===== src/rtl/universal_shift_reg.sv =====
// Universal shift register: shift/rotate in both directions plus parallel load.
// A frame counter raises frame_done when WIDTH shift/rotate ops have landed since the last load or reset.
module universal_shift_reg #(
  parameter int               WIDTH     = 8,
  parameter logic [WIDTH-1:0] RESET_VAL = '0
) (
  input  logic                       clk,
  input  logic                       reset,
  input  logic                       shift_en,
  input  logic [2:0]                 mode,
  input  logic                       ser_in_lsb,
  input  logic                       ser_in_msb,
  input  logic [WIDTH-1:0]           par_in,
  output logic [WIDTH-1:0]           data_out,
  output logic                       ser_out_msb,
  output logic                       ser_out_lsb,
  output logic [$clog2(WIDTH)-1:0]   shift_cnt,
  output logic                       frame_done
);

  localparam int CNT_W = $clog2(WIDTH);
  localparam logic [CNT_W-1:0] CNT_LAST = CNT_W'(WIDTH - 1);

  localparam logic [2:0] MODE_SHL  = 3'b001;
  localparam logic [2:0] MODE_SHR  = 3'b010;
  localparam logic [2:0] MODE_ROL  = 3'b011;
  localparam logic [2:0] MODE_ROR  = 3'b100;
  localparam logic [2:0] MODE_LOAD = 3'b101;

  logic [WIDTH-1:0] next_data_s;
  logic [CNT_W-1:0] next_cnt_s;
  logic             next_done_s;
  logic             is_shift_s;
  logic             is_load_s;

  // Operation decode and next data value
  always_comb begin
    next_data_s = data_out;
    is_shift_s  = 1'b0;
    is_load_s   = 1'b0;
    if (shift_en) begin
      case (mode)
        MODE_SHL: begin
          next_data_s = {data_out[WIDTH-2:0], ser_in_lsb};
          is_shift_s  = 1'b1;
        end
        MODE_SHR: begin
          next_data_s = {ser_in_msb, data_out[WIDTH-1:1]};
          is_shift_s  = 1'b1;
        end
        MODE_ROL: begin
          next_data_s = {data_out[WIDTH-2:0], data_out[WIDTH-1]};
          is_shift_s  = 1'b1;
        end
        MODE_ROR: begin
          next_data_s = {data_out[0], data_out[WIDTH-1:1]};
          is_shift_s  = 1'b1;
        end
        MODE_LOAD: begin
          next_data_s = par_in;
          is_load_s   = 1'b1;
        end
        default: begin
          next_data_s = data_out;
        end
      endcase
    end else begin
      next_data_s = data_out;
    end
  end

  // Frame counter: wrap and pulse on the op that completes WIDTH shifts
  always_comb begin
    next_cnt_s  = shift_cnt;
    next_done_s = 1'b0;
    if (is_load_s) begin
      next_cnt_s = '0;
    end else if (is_shift_s) begin
      if (shift_cnt == CNT_LAST) begin
        next_cnt_s  = '0;
        next_done_s = 1'b1;
      end else begin
        next_cnt_s = shift_cnt + CNT_W'(1);
      end
    end else begin
      next_cnt_s = shift_cnt;
    end
  end

  // State registers with synchronous reset
  always_ff @(posedge clk) begin
    if (reset) begin
      data_out   <= RESET_VAL;
      shift_cnt  <= '0;
      frame_done <= 1'b0;
    end else begin
      data_out   <= next_data_s;
      shift_cnt  <= next_cnt_s;
      frame_done <= next_done_s;
    end
  end

  assign ser_out_msb = data_out[WIDTH-1];
  assign ser_out_lsb = data_out[0];

endmodule

===== config.mk =====
export PLATFORM = sky130hd
export DESIGN_NAME = universal_shift_reg
export DESIGN_NICKNAME = d
export VERILOG_FILES = /design/src/rtl/universal_shift_reg.sv
export SDC_FILE = /design/constraint.sdc
export NUM_CORES = 1
export LEC_CHECK = 0
export CORE_ASPECT_RATIO = 1.5
export CORE_MARGIN = 2
export CORE_UTILIZATION = 38
export DETAILED_ROUTE_END_ITERATION = 6
export PLACE_DENSITY = 0.69
export SYNTH_ARGS = -nofsm -noshare
export SYNTH_HDL_FRONTEND = slang
export SYNTH_SLANG_ARGS = --single-unit

===== constraint.sdc =====
create_clock -name clk -period 1.2 [get_ports clk]
set_input_delay 0.18 -clock clk [delete_from_list [all_inputs] [get_ports clk]]
set_output_delay 0.18 -clock clk [all_outputs]
set_load 0.005 [all_outputs]

==> metrics, run 1 <==
share of flip-flops with an asynchronous set or reset 0%; final period utilization just under 100%; fin util just under 70%; Worst Setup Start Kind flip-flop; Clock transition at path regs around 0.08 ns; fin area approximately 1400 um^2; outcome complete, no violations; number of global-route vias before repair between 900 and 1000; Yosys reg bits 12; drt drc 0; Die Y 60.05 um; crit path buf inv count 2; CTS root buffer clkbuf_4; I/O pins 30; H-Tree Depth 1; synthesized net count 110; syn avg cell area ~8.6 um^2; clk buf depth 2; IO buf count 29; CTS tree done; most frequent cells in the layout 35 x buf_4, 17 x dlygate4sd2_1, 11 x clkdlybuf4s50_1; WL/cell 14.96 um; Total Wirelength 2558 um; CP cell instances buf_4 -> buf_4 -> a221oi_1 -> o32ai_2; number of fill cells in the layout 172; CP top delay family compound AO/OA/AOI/OAI gates; post-place setup slack -0.5043 ns; GRT overflow 0; critical path required time approximately 1.4 ns; Seq/Total Area, Yosys between 30% and 40%; Hold-fix buffers, CTS 0; Post-Synthesis Cell Area about 800 um^2; fraction of layout instances using a drive strength above 1 a little under two fifths; Leak about 0.66 nW; Final HPWL DP 1755 um; Rel. slew slack 77.50%; endpoints failing setup 0; clock sink count 12; Final min period 1.188 ns; worst-path fanout max 3; Post-synth EDFFs 0; Setup Crit Path Kind flip-flop to flip-flop; Warnings, synthesis 0; total CTS buffers 3; Core Region 2002 um^2; commonest non-fill, non-tap cell in the layout buf_4; GP Congestion between 0.7 and 0.8; cell count after synthesis slightly above 90; Top cell by count, worst path buf_4; min-delay worst type input pin to flip-flop; die area 2484 um^2; n_diodes 0; Worst path slowest cell a221oi_1; Placement Cell Area approximately 1200 um^2; Nets 169; Max Freq 841.5 MHz; Post-Route Skew 0.007018 ns; 1st-pass router iterations 4; CP arrival roughly 1.4 ns; largest net degree at the start of global routing 12; Design Power between 0.001 and 0.0015 W; post-route ant nets 0; initial DRC count 10; Synth-to-Final Area Change 73.43%; Rows 20; ys flop type dfxtp_1; Initial Util approximately two fifths; maximum vdd drop ~0.77 mV; max_cap viols 0; Vias per Instance 5.532; power per cell area 785.7 nW/um^2; vias post-DR 946; initial antenna violation count 0; first-pass GRT wire length around 3800 um; Final WS setup about 0.012 ns; chip width roughly 41 um; number of distinct library cells after synthesis 35; crit-path max cell delay 0.34 ns; GRT Total Usage 22.17%; worst skew pair latency 0.28 ns; Worst Setup End Kind flip-flop; Hold Vio Cnt, Final 0; Slew @ Worst Pin 0.3375 ns; final slew viol count 0
## routing by layer
layer | vias up | share of wire (%) | GRT usage, %
met4 | 0 | 1.4 | 9.217
met1 | 457 | 37 | 20.59
met3 | 4 | 4.1 | 3.346
li1 | 459 | - | -
met5 | - | 0 | 0
met2 | 26 | 57 | 43.08
## per-stage QoR
step	hold slack, ns	setup TNS (ns)	instances
after global routing	0.4836	-0.04306	171
after floorplan	0.3283	-0.02321	92
final	0.4852	0	171
after detailed placement	0.4854	-5.369	159
after CTS	0.4685	0	170
after global placement	0.4798	-5.171	159
## registers in the layout (all words and copies together) (netlist names)
register	cells
shift_cnt	3
data_out	8
frame_done	1
## cells by family (layout without fill, tap and decap cells)
logic type / count (synthesis) / after routing / share of synthesized area (%)
simple gates: 29 / 29 / 20.60
buf+inv: 11 / 68 / 8.175
fa+ha+maj: 2 / 2 / 3.144
compound gates: 30 / 30 / 27.83
flops: 12 / 12 / 30.19
mux: 7 / 7 / 8.962
xor+xnor: 1 / 1 / 1.101
## Yosys cell counts, types with 2 or more instances
master | instances | area [um^2]
dfxtp_1 | 12 | 240.2
nor2_1 | 8 | 30.03
a21oi_1 | 6 | 30.03
mux2i_1 | 6 | 60.06
nand2b_1 | 6 | 37.54
a22o_1 | 5 | 43.79
o22ai_1 | 5 | 31.28
buf_2 | 4 | 20.02
nand4_1 | 3 | 18.77
o31ai_1 | 3 | 22.52
a311oi_1 | 2 | 17.52
and3b_1 | 2 | 17.52
buf_4 | 2 | 15.01
clkbuf_1 | 2 | 7.510
ha_1 | 2 | 25.02
nand2_1 | 2 | 7.510
nor2b_1 | 2 | 12.51
o21ai_0 | 2 | 10.01
or3_1 | 2 | 12.51
## final cells by class
cell class	count	area (um^2)	area share, %
Timing Repair Buffer	64	531.8	38.53
Tap cell	22	27.53	1.995
Inverter	1	3.754	0.2720
Clock buffer	3	22.52	1.632
Multi-Input combinational cell	69	545.5	39.53
Sequential cell	12	249.0	18.04
## path summary, 6_finish.rpt
| kind | from | to | slack (ns) | cells past startpoint |
|---|---|---|---|---|
| worst max-delay path | data_out[0] | data_out[7] | 0.01 | 4 |
| worst min-delay path | shift_en | shift_cnt[2] | 0.49 | 4 |
| worst max register to register | data_out[0] | data_out[7] | 0.01 | 4 |
| worst min register to register | data_out[3] | data_out[3] | 0.62 | 3 |
## worst min-delay path: stages
cell,delay [ns]
dlygate4sd2_1,0.25
buf_4,0.16
nand4_1,0.08
a21oi_1,0.06
## power breakdown
part           leakage, nW  switching [W]  internal [W]
registers            0.101      0.0000118      0.000425
clock network       0.0138       0.000141      0.000116
logic                0.550       0.000165      0.000225
## repair_timing
action,4_1_cts,5_1_grt
resized for setup,31,8
buffers inserted,8,1
endpoints found under the setup margin,26,8
pin swaps,5,1
No activity file was read; power rests on OpenSTA's default activity.
==> run 2: changes to the inputs <==
PLACE_DENSITY = 0.85   (was 0.69)
==> run 2 against run 1 <==
- critical endpoint unchanged
- combinational power decreased by 6.4%
- design area shrank 3.8%
- wire length is 1.4% lower
==> metrics, run 2 (synthesis gave the netlist of run 1 again) <==
number of global-route vias before repair 885 (-4.5%); drt drc 0 (unchanged); Nets 160 (-5.3%); first-pass GRT wire length 3905 um (+3.5%); 1st-pass router iterations 4 (unchanged); final slew viol count 0 (unchanged); CP top delay family compound AO/OA/AOI/OAI gates; fin area 1328 um^2 (-3.8%); clk buf depth 2 (unchanged); number of fill cells in the layout 182 (+5.8%); die area 2484 um^2 (unchanged); GP Congestion 0.8760 (+11%); Slew @ Worst Pin 0.2953 ns (-0.04220 ns); Clock transition at path regs 0.09 ns (about the same); Setup Crit Path Kind input pin to flip-flop; post-route ant nets 0 (unchanged); Core Region 2002 um^2 (unchanged); Max Freq 864.2 MHz (+2.7%); critical path required time 1.41 ns (+0.05 ns); CP cell instances clkdlybuf4s15_1 -> a21bo_1 -> or3_4 -> o32ai_2; fraction of layout instances using a drive strength above 1 38.30% (+0.71 points); CTS root buffer clkbuf_4; largest net degree at the start of global routing 16 (+4); placed cells 153 (-3.8%); GRT overflow 0 (unchanged); Rows 20 (unchanged); IO buf count 29 (unchanged); RSZ-0062 raised after global routing no; commonest non-fill, non-tap cell in the layout buf_4; I/O pins 30 (unchanged); Worst Setup End Kind flip-flop; power per cell area 876.9 nW/um^2 (+12%); WL met3 103 um (-1.9%); Total Wirelength 2521 um (-1.4%); endpoints failing setup 0 (unchanged); Largest Register data_out; n_diodes 0 (unchanged); worst skew pair latency 0.30 ns (+0.02 ns); Synth-to-Final Area Change 66.82%; number of flip-flops under the largest register name 8 (unchanged); Hold Vio Cnt, Final 0 (unchanged); Vias per Instance 5.503 (-0.53%); Largest regs data_out: 8 flops, shift_cnt: 3 flops, frame_done: 1 flops; metal2 WL 1393 um (-4.8%); total CTS buffers 3 (unchanged); final period utilization 96.43% (-2.6 points); Worst Setup Start Kind input pin; worst-path fanout max 6 (+3); DRT met1 WL 949 um (-0.42%); H-Tree Depth 1 (unchanged); post-place setup slack -0.4897 ns (+0.01464 ns); crit-path max cell delay 0.42 ns (+0.08 ns); initial DRC count 9 (-1); Final HPWL DP 1776 um (+1.2%); Rel. slew slack 80.31% (+2.8 points); Final min period 1.157 ns (-0.03124 ns); initial antenna violation count 0 (unchanged); CP arrival 1.37 ns (+0.02 ns); WL/cell 15.47 um (+3.4%); most frequent cells in the layout 25 x buf_4, 16 x dlygate4sd2_1, 11 x clkdlybuf4s50_1; vias post-DR 897 (-5.2%); Final WS setup 0.04286 ns (+0.03124 ns); Initial Util 39.75% (unchanged); maximum vdd drop 0.6002 mV (-23%); Die Y 60.05 um (unchanged); Placement Cell Area 1202 um^2 (-3.6%); max_cap viols 0 (unchanged); min-delay worst type input pin to flip-flop; crit path buf inv count 1 (-1); outcome complete, no violations; CTS tree done; clock sink count 12 (unchanged); Post-Route Skew 0.001373 ns (-0.005644 ns); max layer used met4; Leak 0.6276 nW (-5.6%); Final Non-Filler Cells 163 (-4.7%); chip width 41.37 um (unchanged); GRT Total Usage 24.36% (+2.2 points); Worst path slowest cell or3_4
-- run 2: timing repair --
| item | in CTS | in global routing |
|---|---|---|
| pin swaps | 4 | 3 |
| resized for setup | 39 | 7 |
| buffers inserted | 7 | 1 |
| hold buffers | 0 | 0 |
| endpoints found under the setup margin | 26 | 2 |
-- run 2: area by class of cell --
class                      count  area [um^2]  area share [%]
inverter                       1        3.754          0.2828
tap                           22        27.53           2.074
timing repair buffer          55        464.2           34.97
sequential                    12        259.0           19.51
multi-input combinational     69        536.8           40.43
clock buffer                   4        36.28           2.733
-- run 2: worst register-to-register path, stage by stage (launching register included) --
cell and delay, ns:
dfxtp_4 0.37, ha_4 0.15, ha_2 0.29, nand4_1 0.08
a21oi_1 0.16
-- run 2: final timing paths --
check                                     to  slack (ns)    startpoint  cells past startpoint
worst max register to register  shift_cnt[2]        0.07  shift_cnt[0]                      4
worst max-delay path             data_out[7]        0.04       mode[1]                      4
worst min register to register  shift_cnt[1]        0.51  shift_cnt[1]                      2
worst min-delay path             data_out[6]        0.38       mode[2]                      4
-- run 2: through the flow --
stage          utilization [%]  total power [W]  hold WS [ns]  setup TNS, ns
2_1_floorplan                -        0.0006122        0.3283       -0.02321
3_3_place_gp             60.06        0.0007874        0.4779         -4.910
3_5_place_dp             60.06        0.0007952        0.4985         -5.161
4_1_cts                  65.50         0.001154        0.4434              0
5_1_grt                  66.31         0.001223        0.4284              0
6_report                 66.31         0.001164        0.3824              0
-- run 2: report_power, final --
part,internal (W),switching [W],leakage (nW)
Sequential,0.000425,0.0000173,0.103
Combinational,0.000209,0.000156,0.503
Clock,0.000185,0.000171,0.0210
Total,0.000820,0.000344,0.628
-- run 2: layer usage --
layer  GRT usage, %  up-vias
li1               -      441
met1          25.12      420
met2          41.52       29
met3          4.833        7
met4          15.67        0
met5              0        -
==> run 3: changes to the inputs <==
MAX_ROUTING_LAYER = met4   (was default)
==> run 3 against run 2 <==
- final cell count up 0.61%
- combinational power about the same
- first-iteration DRC count grew to 2.7 times the previous value
- global-route usage decreased by 0.97 points
- utilization shrank 0.12 points
- register-to-register slack got worse by 0.03 ns
- setup slack lost 0.0075 ns
- fmax decreased by 0.64%
- worst hold slack improved by 0.091 ns
- clock power decreased by 6.7%
- flip-flop and latch count unchanged
- highest routed layer unchanged
- clock skew grew 0.0025 ns
==> metrics, run 3 (synthesis gave the netlist of run 1 again) <==
commonest non-fill, non-tap cell in the layout buf_4; Hold-fix buffers, CTS 0 (unchanged); Synth-to-Final Area Change 66.51%; Total Wirelength 2481 um (-1.6%); IO buf count 29 (unchanged); Vias per Instance 5.476 (-0.50%); worst skew pair latency 0.28 ns (-0.02 ns); worst-path fanout max 2 (-4); Max Freq 858.6 MHz (-0.64%); Worst path slowest cell dfxtp_2; GRT Total Usage 23.39% (-0.97 points); worst r2r src shift_cnt[1]; drt drc 0 (unchanged); maximum vdd drop 0.4260 mV (-29%); WL/cell 15.13 um (-2.2%); number of flip-flops under the largest register name 8 (unchanged); largest net degree at the start of global routing 16 (unchanged); final period utilization 97.05% (+0.62 points); Nets 161 (+0.63%); crit path buf inv count 1 (unchanged); max_cap viols 0 (unchanged); RSZ-0062 raised after global routing no; die area 2484 um^2 (unchanged); Clock transition at path regs 0.08 ns (about the same); clk buf depth 2 (unchanged); outcome complete, no violations; crit-path max cell delay 0.32 ns (-0.10 ns); chip width 41.37 um (unchanged); CP top delay family adder cells; Rows 20 (unchanged); Setup Crit Path Kind flip-flop to flip-flop; final slew viol count 0 (unchanged); critical path required time 1.41 ns (about the same); fraction of layout instances using a drive strength above 1 35.92% (-2.4 points); Largest Register data_out; clock sink count 12 (unchanged); CP cell instances buf_4 -> ha_4 -> ha_2 -> nand4_1 -> a21oi_1; 1st-pass router iterations 4 (unchanged); Rel. slew slack 69.50% (-11 points); Final min period 1.165 ns (+0.007483 ns); vias post-DR 898 (+0.11%); fin area 1325 um^2 (-0.19%); Slew @ Worst Pin 0.4541 ns (+0.1587 ns); initial antenna violation count 0 (unchanged); placed cells 153 (unchanged); endpoints failing setup 0 (unchanged); power per cell area 859.5 nW/um^2 (-2.0%); initial DRC count 24 (+15); Leak 0.6283 nW (+0.12%); CP arrival 1.37 ns (about the same); I/O pins 30 (unchanged); hold path cells 4 (unchanged); first-pass GRT wire length 3753 um (-3.9%); Die Y 60.05 um (unchanged); min-delay worst type input pin to flip-flop; Post-Route Skew 0.003912 ns (+0.002539 ns); Final HPWL DP 1700 um (-4.3%); H-Tree Depth 1 (unchanged); CTS root buffer clkbuf_4; number of fill cells in the layout 175 (-3.8%); HP Start shift_en; Final Non-Filler Cells 164 (+0.61%); Hold Path Sink shift_cnt[1]; GRT overflow 0 (unchanged); GP Congestion 0.9214 (+5.2%); CTS tree done; Core Region 2002 um^2 (unchanged); Worst R2R Setup Slack 0.04 ns (-0.03 ns); Worst Setup Start Kind flip-flop; Worst Setup End Kind flip-flop; Initial Util 39.75% (unchanged); Worst Hold Slack 0.4729 ns (+0.09050 ns); Placement Cell Area 1202 um^2 (unchanged); RR Endpoint shift_cnt[2]; Register-to-Register Path Depth 5 (+1); Largest regs data_out: 8 flops, shift_cnt: 3 flops, frame_done: 1 flops; post-route ant nets 0 (unchanged); number of global-route vias before repair 882 (-0.34%); most frequent cells in the layout 26 x buf_4, 17 x dlygate4sd2_1, 11 x clkdlybuf4s50_1; n_diodes 0 (unchanged); total CTS buffers 3 (unchanged); Hold Vio Cnt, Final 0 (unchanged); Design Power 0.001139 W (-2.2%)
## run 3: worst max-delay path by stage
stage,startpoint,endpoint,cells after the start
2_1_floorplan,mode[2],data_out[7],5
3_3_place_gp,mode[2],data_out[6],5
3_5_place_dp,mode[1],data_out[1],4
4_1_cts,shift_cnt[1],shift_cnt[0],6
5_1_grt,shift_cnt[1],shift_cnt[2],5
6_report,shift_cnt[1],shift_cnt[2],5
## run 3: area by class of cell
class / instances / area, um^2 / share of cell area, %
sequential: 12 / 256.5 / 19.36
inverter: 1 / 3.754 / 0.2833
timing repair buffer: 56 / 475.5 / 35.88
multi-input combinational: 69 / 525.5 / 39.66
tap: 22 / 27.53 / 2.077
clock buffer: 4 / 36.28 / 2.738
## run 3: report_power, final
group	switching (W)	total [W]	internal, W
logic	0.000155	0.000363	0.000208
registers	0.0000172	0.000443	0.000426
clock network	0.000148	0.000333	0.000185
total	0.000321	0.00114	0.000818
## run 3: routing by layer
| layer | vias up | GRT usage (%) | part of all wire, % |
|---|---|---|---|
| met5 | - | - | 0 |
| met4 | 0 | 11.98 | 2.2 |
| met3 | 7 | 4.833 | 4.6 |
| met2 | 33 | 41.07 | 56 |
| met1 | 412 | 22.35 | 37 |
| li1 | 446 | - | - |
## run 3: per-stage QoR
stage	setup slack, ns	setup TNS [ns]	utilization (%)
2_1_floorplan	-0.02321	-0.02321	-
4_1_cts	0.001420	0	65.88
6_report	0.03537	0	66.19
3_3_place_gp	-0.4367	-4.853	60.06
3_5_place_dp	-0.5012	-5.300	60.06
5_1_grt	0.002336	0	66.19
## run 3: repair_timing
action,4_1_cts,5_1_grt
setup endpoints to repair,26,3
gates resized for setup,38,2
pin swaps,6,3
setup buffers,8,0
## run 3: worst min-delay path, stage by stage
cell,delay [ns]
dlygate4sd2_1,0.25
buf_4,0.15
nand4_1,0.08
a21oi_1,0.06
